<file path="src/rtl/clk_div_gen.sv">
`default_nettype none
// ============================================================================
// clk_div_gen : NUM_CH independent 50%-duty clock dividers with rising-edge
//               tick strobes. Define CLK_DIV_SYNC_LOAD_EN for phase-aligning LOAD.
// Revision    : 1.0
// ============================================================================
module clk_div_gen #(
  parameter int NUM_CH = 4,
  parameter int DIV_W  = 8
) (
  input  logic                    i_clk,
  input  logic                    i_rst_n,
  input  logic [NUM_CH-1:0]       i_en,
  input  logic [NUM_CH*DIV_W-1:0] i_div,
  input  logic                    i_load,
  output logic [NUM_CH-1:0]       o_clk_out,
  output logic [NUM_CH-1:0]       o_tick
);

  localparam logic [DIV_W-1:0] c_one = DIV_W'(1);

  logic w_sync;

`ifdef CLK_DIV_SYNC_LOAD_EN
  assign w_sync = i_load;
`else
  assign w_sync = 1'b0;
`endif

  genvar ch;
  generate
    for (ch = 0; ch < NUM_CH; ch++) begin : g_ch
      logic [DIV_W-1:0] r_cnt;
      logic [DIV_W-1:0] r_cur_div;
      logic [DIV_W-1:0] r_shadow;
      logic             r_out;
      logic             r_tick;
      logic [DIV_W-1:0] w_div_in;
      logic [DIV_W-1:0] w_half;
      logic [DIV_W-1:0] w_next_div;
      logic             w_boundary;

      assign w_div_in   = i_div[ch*DIV_W +: DIV_W];
      // A programmed half-period of zero runs as the fastest legal rate.
      assign w_half     = (r_cur_div == '0) ? c_one : r_cur_div;
      assign w_boundary = (r_cnt == (w_half - c_one));
      assign w_next_div = i_load ? w_div_in : r_shadow;

      always_ff @(posedge i_clk) begin
        if (!i_rst_n) begin
          r_cnt     <= '0;
          r_cur_div <= c_one;
          r_shadow  <= c_one;
          r_out     <= 1'b1;
          r_tick    <= 1'b0;
        end else begin
          if (i_load) begin
            r_shadow <= w_div_in;
          end

          if (w_sync) begin
            r_cnt     <= '0;
            r_out     <= 1'b1;
            r_tick    <= 1'b0;
            r_cur_div <= w_div_in;
          end else if (!i_en[ch]) begin
            r_cnt  <= '0;
            r_out  <= 1'b1;
            r_tick <= 1'b0;
          end else if (w_boundary) begin
            // New divisor is adopted only here, so every phase is whole.
            r_cnt     <= '0;
            r_out     <= ~r_out;
            r_tick    <= ~r_out;
            r_cur_div <= w_next_div;
          end else begin
            r_cnt  <= r_cnt + c_one;
            r_tick <= 1'b0;
          end
        end
      end

      assign o_clk_out[ch] = r_out;
      assign o_tick[ch]    = r_tick;
    end
  endgenerate

endmodule
`default_nettype wire

</file>
<file path="config.mk">
export PLATFORM = sky130hd
export DESIGN_NAME = clk_div_gen
export DESIGN_NICKNAME = d
export VERILOG_FILES = /design/src/rtl/clk_div_gen.sv
export SDC_FILE = /design/constraint.sdc
export NUM_CORES = 1
export LEC_CHECK = 0
export CAP_MARGIN = 20
export CORE_ASPECT_RATIO = 0.9
export CORE_MARGIN = 5
export CORE_UTILIZATION = 35
export DETAILED_ROUTE_END_ITERATION = 8
export HOLD_SLACK_MARGIN = 0.1
export PLACE_DENSITY_LB_ADDON = 0.3
export SYNTH_ARGS = -nofsm -noshare
export SYNTH_HDL_FRONTEND = slang
export SYNTH_SLANG_ARGS = --single-unit
</file>
<file path="constraint.sdc">
create_clock -name i_clk -period 7.1 [get_ports i_clk]
set_input_delay 1.42 -clock i_clk [delete_from_list [all_inputs] [get_ports i_clk]]
set_output_delay 1.42 -clock i_clk [all_outputs]
set_load 0.03 [all_outputs]
</file>
# After elaboration in Yosys (flattened, before gate mapping)
# Cells that the tools add are included.
[op_classes] n_addsub=8 eq_ne=4 n_mux=8 bitwise=9 reduce_logical=20
[op_table] op="2-to-1 mux 8 bit" count=8
[op_table] op="adder 8 x 1 -> 8 bit, second input constant" count=4
[op_table] op="equality test 8 bit" count=4
[op_table] op="logical NOT 8 bit" count=4
[op_table] op="subtractor 8 x 1 -> 8 bit, second input constant" count=4
[op_table] op="AND reduction 2 bit" count=8
[op_table] op="AND reduction 3 bit" count=4
[op_table] op="OR reduction 3 bit" count=4
[op_table] op="NOT 1 bit" count=9
[word_totals] ff_bits=104 in_bits=39 out_inout_bits=8 elab_cells=69

# Longest topological paths before layout
# Gate-level depths: netlist (run 1).
[depth] depth_word=5 ltp_mapped=9 ltp_nobuf=9

# Worst setup path before layout (run 1)
# Ideal clock, no wire load.
[synth_timing] path_type="flip-flop to flip-flop" from="register g_ch[0].r_cur_div[3]" to="register g_ch[0].r_cur_div[0]" setup_ns=0.121 arrival_ns=2.848 required_time_ns=6.979 slack_ns=4.131 path_stages_with_launch=9 path_buffers=0 period_less_slack_ns=2.969 path_cell_list="dfxtp_1 > or4_4 > o41a_1 > ha_1 > nor3b_1 > xnor2_1 > nor4_1 > nand4_4 > mux2_2"
[synth_via] elab_chain_len=5
[synth_lines] element="from (decl)" line="34" text="logic [DIV_W-1:0] r_cur_div;"
[synth_lines] element="from (signal assigned)" line="52" text="r_cur_div <= c_one;"
[synth_lines] element="from (signal assigned)" line="65" text="r_cur_div <= w_div_in;"
[synth_lines] element="from (signal assigned)" line="75" text="r_cur_div <= w_next_div;"
[synth_lines] element="logical NOT 8 bit" line="45" text="assign w_half = (r_cur_div == '0) ? c_one : r_cur_div;"
[synth_lines] element="2-to-1 mux 8 bit (*)" line="45"
[synth_lines] element="subtractor 8 x 1 -> 8 bit (*)" line="46" text="assign w_boundary = (r_cnt == (w_half - c_one));"
[synth_lines] element="equality test 8 bit (*)" line="46"
[synth_lines] element="AND reduction 2 bit (no source line) (*)"
# Every way passes the cells marked *; elsewhere a longest branch is shown, timed or not.
# A chain may end at the register's enable or synchronous reset.

# Worst setup path after layout (run 1)
[layout_timing] from="register g_ch[3].r_cur_div[3]" to="register g_ch[3].r_cur_div[7]"
[layout_via] elab_chain_len=5
[layout_lines] element="from (decl)" line="34"
[layout_lines] element="from (signal assigned)" line="52"
[layout_lines] element="from (signal assigned)" line="65"
[layout_lines] element="from (signal assigned)" line="75"
[layout_lines] element="logical NOT 8 bit" line="45"
[layout_lines] element="2-to-1 mux 8 bit (*)" line="45"
[layout_lines] element="subtractor 8 x 1 -> 8 bit (*)" line="46"
[layout_lines] element="equality test 8 bit (*)" line="46"
[layout_lines] element="AND reduction 2 bit (no source line) (*)"
# Marked as above.

==> results of run 1 <==
power groups by stage:
stage | Combinational (mW) | Sequential (mW) | Clock [mW]
floorplan | 0.775 | 0.773 | 0
global placement | 0.902 | 0.799 | 0
detailed placement | 0.929 | 0.804 | 0
CTS | 0.935 | 0.793 | 0.527
global route | 1.01 | 0.810 | 0.550
finish | 0.919 | 0.794 | 0.510
critical path, stage by stage, from the launching register on:
cell                      delay, ps
sky130_fd_sc_hd__dfxtp_1        360
sky130_fd_sc_hd__or4_4          560
sky130_fd_sc_hd__o41a_1         400
sky130_fd_sc_hd__ha_1           270
sky130_fd_sc_hd__nor3b_1        160
sky130_fd_sc_hd__xnor2_1        140
sky130_fd_sc_hd__nor4_1         600
sky130_fd_sc_hd__nand4_4        280
sky130_fd_sc_hd__mux2_2         330
cell usage after synthesis (2+ instances only):
cell type	n
sky130_fd_sc_hd__ha_1	8
sky130_fd_sc_hd__nor2b_1	28
sky130_fd_sc_hd__xor2_1	31
sky130_fd_sc_hd__a21oi_1	3
sky130_fd_sc_hd__a31oi_1	3
sky130_fd_sc_hd__a22o_1	2
sky130_fd_sc_hd__o41a_1	2
sky130_fd_sc_hd__nand2b_1	3
sky130_fd_sc_hd__nor3_1	7
sky130_fd_sc_hd__mux2_2	32
sky130_fd_sc_hd__nand3b_1	2
sky130_fd_sc_hd__inv_1	15
sky130_fd_sc_hd__a31o_2	3
sky130_fd_sc_hd__o21bai_1	2
sky130_fd_sc_hd__nand4_1	4
sky130_fd_sc_hd__mux2i_1	35
sky130_fd_sc_hd__o22ai_1	2
sky130_fd_sc_hd__o21ai_0	8
sky130_fd_sc_hd__o31ai_4	2
sky130_fd_sc_hd__clkbuf_1	10
sky130_fd_sc_hd__nor3b_1	3
sky130_fd_sc_hd__buf_4	8
sky130_fd_sc_hd__and3_1	14
sky130_fd_sc_hd__nand2_1	13
sky130_fd_sc_hd__o211ai_1	2
sky130_fd_sc_hd__nor4_1	6
sky130_fd_sc_hd__nor2_1	43
sky130_fd_sc_hd__and2_1	31
sky130_fd_sc_hd__buf_1	4
sky130_fd_sc_hd__or4_4	3
sky130_fd_sc_hd__nand3_1	29
sky130_fd_sc_hd__xnor2_1	32
sky130_fd_sc_hd__or3_1	2
sky130_fd_sc_hd__nand4_4	2
sky130_fd_sc_hd__dfxtp_1	104
state kept, by name (all words and copies together), names as in the netlist:
| name | flops |
|---|---|
| g_ch.r_cnt | 32 |
| g_ch.r_cur_div | 32 |
| g_ch.r_shadow | 32 |
| g_ch.r_out | 4 |
| g_ch.r_tick | 4 |
metrics by stage:
stage	worst slack [ps]	hold WS [ps]	power [mW]
after floorplan	4130	432	1.55
after global placement	3970	451	1.70
after detailed placement	3890	458	1.73
after CTS	3870	478	2.26
after global routing	3690	515	2.37
final	3890	473	2.22
metal layers:
| layer | track usage [%] | vias up |
|---|---|---|
| li1 | - | 1819 |
| met4 | 5.42 | 0 |
| met5 | 0 | - |
| met1 | 14.5 | 1654 |
| met2 | 20.7 | 72 |
| met3 | 4.36 | 20 |
final cells by class:
class	instances	area share, %
Inverter	15	0.950
Timing Repair Buffer	47	7.72
Clock buffer	12	4.50
Sequential cell	104	35.1
Multi-Input combinational cell	369	47.0
Tap cell	193	4.07
Clock inverter	3	0.675
kinds of logic after synthesis:
kind of cell / after synthesis / share of synthesized area [%]
simple gates: 193 / 21.6
fa+ha+maj: 8 / 1.99
mux: 67 / 14.1
flops: 104 / 41.4
buf+inv: 37 / 3.35
xor+xnor: 63 / 11.0
compound gates: 38 / 6.59
final timing paths:
check	end	slack, ps	cells after the start
worst max-delay path	g_ch[3].r_cur_div[7]	3890	8
worst min-delay path	g_ch[1].r_shadow[0]	470	2
worst max register to register	g_ch[3].r_cur_div[7]	3890	8
worst min register to register	g_ch[1].r_shadow[0]	470	2
==> reports/qor.csv, run 1 <==
stage,metric,value,unit
route,uppermost_signal_routing_layer_after_detailed_routing,met4,
placement,place_inst,728,
critical_path,crit_fanout,8,
synthesis,syn_area_per_cell,9.87,µm²
status,run_status,"finished, final reports clean",
global_routing,grt_pass1_vias,3726,
timing,skew,4.03,ps
clocking,post-cts-setup-buffer-count,0,
critical_path,crit_path_start,g_ch[3].r_cur_div[3],
global_routing,pin_count_of_the_biggest_net_entering_global_routing,74,
floorplan,floorplan.die.height,124,µm
clocking,numCtsBuffers,9,
clocking,clock_tree.htree_level_count,3,
clocking,clk_root_buffer_cell,sky130_fd_sc_hd__clkbuf_16,
synthesis,synth_flop_cell,sky130_fd_sc_hd__dfxtp_1,
clocking,cts_repair_resize_count,0,
clocking,cts_num_sinks,104,
run,max_cap_violations,0,
placement,portbufs,46,
timing,final_min_period_over_clock_period,45.2,%
clocking,cts_tree,built,
finish,post_layout_nonfiller_instances,743,
pwr,gate_power_share,41.4,%
synthesis,netlist-cell-type-count,47,
min_path,worst_min_delay_path_category,flip-flop to flip-flop,
route,drc,0,
timing,setup_viol,0,
route,dr.first_iter.drc_count,157,
synthesis,post_synthesis_sequential_area_ratio,41.4,%
global_routing,grt_antenna_before_repair,0,
synthesis,syn-num-nets,557,
critical_path,criticalPathCategory,flip-flop to flip-flop,
pwr,share_seq_of_total_power,35.7,%
critical_path,critical_path.reg2reg.startpoint,g_ch[3].r_cur_div[3],
synthesis,synth_cells,510,
synthesis,yosysWarningCount,0,
finish,drive_gt1_share,11.8,%
floorplan,row_count,41,
finish,mostFrequentLayoutCell,sky130_fd_sc_hd__dfxtp_1,
global_routing,grt_first_pass_wirelength,16900,µm
placement,detailedPlacementHpwl,7010,µm
timing,slew-limit-headroom,31.0,%
route,wl,9820,µm
global_routing,globalRouteTotalUtil,12.4,%
clocking,max-clock-path-buffers,2,
route,met2_length,4610,µm
route,post_drt_via_cell_ratio,4.80,
floorplan,top_level_ports,47,
critical_path,critPathLaunchType,flip-flop,
pwr,power_density,375,nW/µm²
timing,final.setup.tns,0,ps
placement,postPlaceCellArea,5620,µm²
clocking,clock_insertion_delay_worst_skew,350,ps
critical_path,cp-end-kind,flip-flop,
synthesis,synth.top_cell.area_share,41.4,%
floorplan,start_util,35.8,%
pwr,vdd.ir_drop.worst,0.147,mV
synthesis,ys_top_cells_by_area,"sky130_fd_sc_hd__dfxtp_1 41%, sky130_fd_sc_hd__mux2_2 7.2%, sky130_fd_sc_hd__mux2i_1 7.0%, sky130_fd_sc_hd__xnor2_1 5.6%, sky130_fd_sc_hd__xor2_1 5.4%",
synthesis,post-synth-top-area-cell,sky130_fd_sc_hd__dfxtp_1,
route,drt_pre_antenna_iters,5,
finish,stdcell_area,5930,µm²
timing,slew_viol_final,0,
pwr,p_clk_share,22.9,%
route,drt-met1-wl,4520,µm
route,antenna_left,0,
finish,multi_input_area,2780,µm²
global_routing,globalRoute.totalOverflow,0,
floorplan,die_width,136,µm
route,dr_wl_met3,472,µm
route,drt-wirelength-per-cell,13.2,µm
synthesis,synthesized_area,5030,µm²
pwr,internal_power,1.43,mW
finish,fin_util,42.2,%
timing,timing_worst_slew_pin_value,1030,ps
synthesis,ffs_w_async_s_r_synth,0,%
pwr,power_switching_share,35.6,%
timing,finalHoldViolations,0,
finish,layout-area-overhead-vs-synth,17.7,%
clocking,cts-hold-fix-buffers,0,
route,via_count,3565,
finish,antenna-diode-count,0,
finish,finalNetCount,593,
placement,gp_congestion,0.842,
floorplan,die_area,16900,µm²
synthesis,synth_edf_count,0,
pwr,p_leak,2.37,nW
timing,max_clock_freq,312,MHz
finish,n_fill_cell,1395,
timing,grt_setup_unrepaired,false,
timing,finalCriticalPeriod,3210,ps
finish,seqCellArea,2080,µm²
critical_path,worst_ep_required_time,7340,ps
critical_path,timing.critical_path.arrival,3450,ps
finish,top_library_cells_by_usage_in_the_layout_fill_and_taps_aside,"104 x sky130_fd_sc_hd__dfxtp_1, 44 x sky130_fd_sc_hd__clkdlybuf4s50_1, 43 x sky130_fd_sc_hd__nor2_1",
pwr,net_switching_power,0.791,mW
min_path,holdCritStartpoint,g_ch[1].r_shadow[0],
synthesis,ys_seq_elements,104,
floorplan,core_area,14100,µm²
clocking,clkTransAtPathRegs,60,ps
Power figures use the tool's default switching activity.
==> inputs of run 2 (changes only) <==
- clock period: 7.1 -> 2.75 ns (I/O delays scaled with it)
==> reports/qor.csv, run 2 (synthesized netlist as in run 1, its figures left out) <==
stage,metric,value,unit
placement,gp_congestion,0.932,
route,via_count,3649,
route,drc,0,
critical_path,crit_fanout,8,
critical_path,worst_ep_required_time,2990,ps
clocking,clk_root_buffer_cell,sky130_fd_sc_hd__clkbuf_16,
placement,portbufs,46,
pwr,power_density,1020,nW/µm²
min_path,timing.hold.worst_path_depth,2,
finish,top_library_cells_by_usage_in_the_layout_fill_and_taps_aside,"104 x sky130_fd_sc_hd__dfxtp_1, 44 x sky130_fd_sc_hd__clkdlybuf4s50_1, 43 x sky130_fd_sc_hd__nor2_1",
floorplan,die_area,16900,µm²
clocking,clock_tree.htree_level_count,3,
pwr,vdd.ir_drop.worst,0.519,mV
critical_path,path_cells,or4_4 -> o21ba_2 -> ha_4 -> xor2_1 -> o22ai_1 -> o21ai_1 -> nand4_1 -> nor2_2 -> buf_6 -> mux2_2,
run,max_cap_violations,0,
pwr,internal_power,4.20,mW
timing,skew,6.61,ps
placement,preCtsSetupSlack,-67.9,ps
route,dr.first_iter.drc_count,146,
route,wl,10000,µm
timing,slew_viol_final,0,
critical_path,longest_individual_stage_delay_on_the_worst_path,540,ps
pwr,power_switching_share,34.1,%
min_path,holdCritStartpoint,g_ch[0].r_shadow[0],
timing,slew-limit-headroom,48.7,%
route,drt-wirelength-per-cell,12.9,µm
timing,setup_viol,0,
timing,final.setup.tns,0,ps
critical_path,critical_path.reg2reg.startpoint,g_ch[1].r_cur_div[1],
critical_path,cp-end-kind,flip-flop,
global_routing,pin_count_of_the_biggest_net_entering_global_routing,47,
timing,timing_worst_slew_pin_value,769,ps
pwr,share_seq_of_total_power,31.2,%
clocking,numCtsBuffers,9,
global_routing,grt_first_pass_wirelength,17300,µm
finish,antenna-diode-count,0,
global_routing,grt_pass1_vias,3668,
clocking,cts_tree,built,
finish,biggestRegsByFlops,"g_ch.r_cnt: 32 flops, g_ch.r_cur_div: 32 flops, g_ch.r_shadow: 32 flops",
critical_path,timing.critical_path.arrival,2930,ps
finish,mostFrequentLayoutCell,sky130_fd_sc_hd__dfxtp_1,
status,run_status,"finished, final reports clean",
pwr,gate_power_share,46.4,%
floorplan,row_count,41,
critical_path,crit_path_start,g_ch[1].r_cur_div[1],
finish,finalNetCount,623,
floorplan,die_width,136,µm
timing,finalHoldViolations,0,
critical_path,critPathLaunchType,flip-flop,
timing,final_min_period_over_clock_period,98.0,%
placement,detailedPlacementHpwl,7240,µm
clocking,cts-hold-fix-buffers,0,
timing,final.setup.worst_slack,55.0,ps
clocking,clock_insertion_delay_worst_skew,350,ps
timing,finalCriticalPeriod,2690,ps
pwr,p_leak,2.53,nW
floorplan,floorplan.die.height,124,µm
global_routing,globalRoute.totalOverflow,0,
clocking,clkTransAtPathRegs,70,ps
pwr,p_clk_share,22.4,%
floorplan,core_area,14100,µm²
floorplan,start_util,35.8,%
timing,grt_setup_unrepaired,true,
route,post_drt_via_cell_ratio,4.71,
route,antenna_left,0,
clocking,cts_num_sinks,104,
route,drt_pre_antenna_iters,4,
pwr,net_switching_power,2.17,mW
global_routing,globalRouteTotalUtil,12.8,%
floorplan,top_level_ports,47,
finish,drive_gt1_share,18.2,%
critical_path,critical-path-slowest-cell,sky130_fd_sc_hd__or4_4,
min_path,worst_min_delay_path_category,flip-flop to flip-flop,
min_path,worst_case_hold_path_end_point,g_ch[0].r_shadow[0],
finish,layout-area-overhead-vs-synth,24.2,%
critical_path,timing.reg2reg.setup_slack,60,ps
critical_path,criticalPathCategory,flip-flop to flip-flop,
finish,fin_util,44.5,%
critical_path,rr_endpoint,g_ch[1].r_cur_div[0],
timing,max_clock_freq,371,MHz
clocking,max-clock-path-buffers,2,
critical_path,rr_worst_depth,10,
global_routing,grt_antenna_before_repair,0,
## run 2: changes by cell type in the layout (fill, tap and decap cells not counted), moves of 3 or more
cell	change
sky130_fd_sc_hd__buf_4	+28
sky130_fd_sc_hd__ha_1	-4
sky130_fd_sc_hd__ha_2	+3
sky130_fd_sc_hd__nor4_1	-3
sky130_fd_sc_hd__nor4_2	+3
## run 2: worst max-delay path by stage
stage | to | slack (ps) | cells past startpoint
after floorplan | g_ch[0].r_cur_div[0] | 30 | 8
after global placement | g_ch[1].r_cur_div[2] | 50 | 10
after detailed placement | g_ch[1].r_cur_div[0] | -70 | 10
after CTS | g_ch[2].r_cur_div[0] | 8 | 10
after global routing | g_ch[0].r_cur_div[3] | -70 | 9
final | g_ch[1].r_cur_div[0] | 60 | 10
## run 2: routing by layer
metal	track usage (%)	wire (µm)	part of all wire [%]
met5	0	0	0
met3	4.04	455	4.5
met4	5.10	190	1.9
met2	20.6	4560	46
met1	15.9	4800	48
## run 2: power groups by stage
stage / logic, mW / registers, mW / clock network [mW]
5_1_grt: 3.25 / 2.03 / 1.53
6_report: 2.96 / 1.99 / 1.43
4_1_cts: 2.83 / 1.98 / 1.48
2_1_floorplan: 2.03 / 1.99 / 0
3_5_place_dp: 2.81 / 2.01 / 0
3_3_place_gp: 2.75 / 2.00 / 0
## run 2: area by class of cell
type / instances / area [µm²]
Tap cell: 193 / 241
Clock buffer: 12 / 267
Clock inverter: 4 / 75.1
Timing Repair Buffer: 77 / 691
Fill cell: 1364 / 7800
Sequential cell: 104 / 2080
Inverter: 15 / 56.3
Multi-Input combinational cell: 369 / 2840
## run 2: metrics by stage
| step | cell area, µm² | power [mW] | hold WS (ps) | std cells |
|---|---|---|---|---|
| floorplan | 5050 | 4.02 | 432 | 510 |
| global placement | 5830 | 4.75 | 462 | 754 |
| detailed placement | 5830 | 4.82 | 465 | 754 |
| CTS | 6180 | 6.29 | 482 | 770 |
| global route | 6250 | 6.81 | 516 | 774 |
| finish | 6250 | 6.38 | 475 | 774 |
## run 2: repair_timing
item,4_1_cts,5_1_grt
resized for setup,2,9
endpoints found under the setup margin,8,32
pin swaps,0,2
cloned,0,0
buffers inserted,0,4
## run 2: critical path, delay by kind of cell, from the launching register on
| family | cells | cell delay [ps] |
|---|---|---|
| flip-flops | 1 | 330 |
| adder cells (fa/ha/maj) | 1 | 190 |
| multiplexers | 1 | 340 |
| AND/OR/NAND/NOR | 3 | 840 |
| XOR/XNOR | 1 | 170 |
| buffers and inverters | 1 | 150 |
| AO/OA/AOI/OAI | 3 | 560 |
==> inputs of run 3 (changes only) <==
- CAP_MARGIN: 20 -> 0
- SLEW_MARGIN: not set -> 20
==> results of run 3 <==
No change in the layout: final DEF, timing and power equal those of run 2.
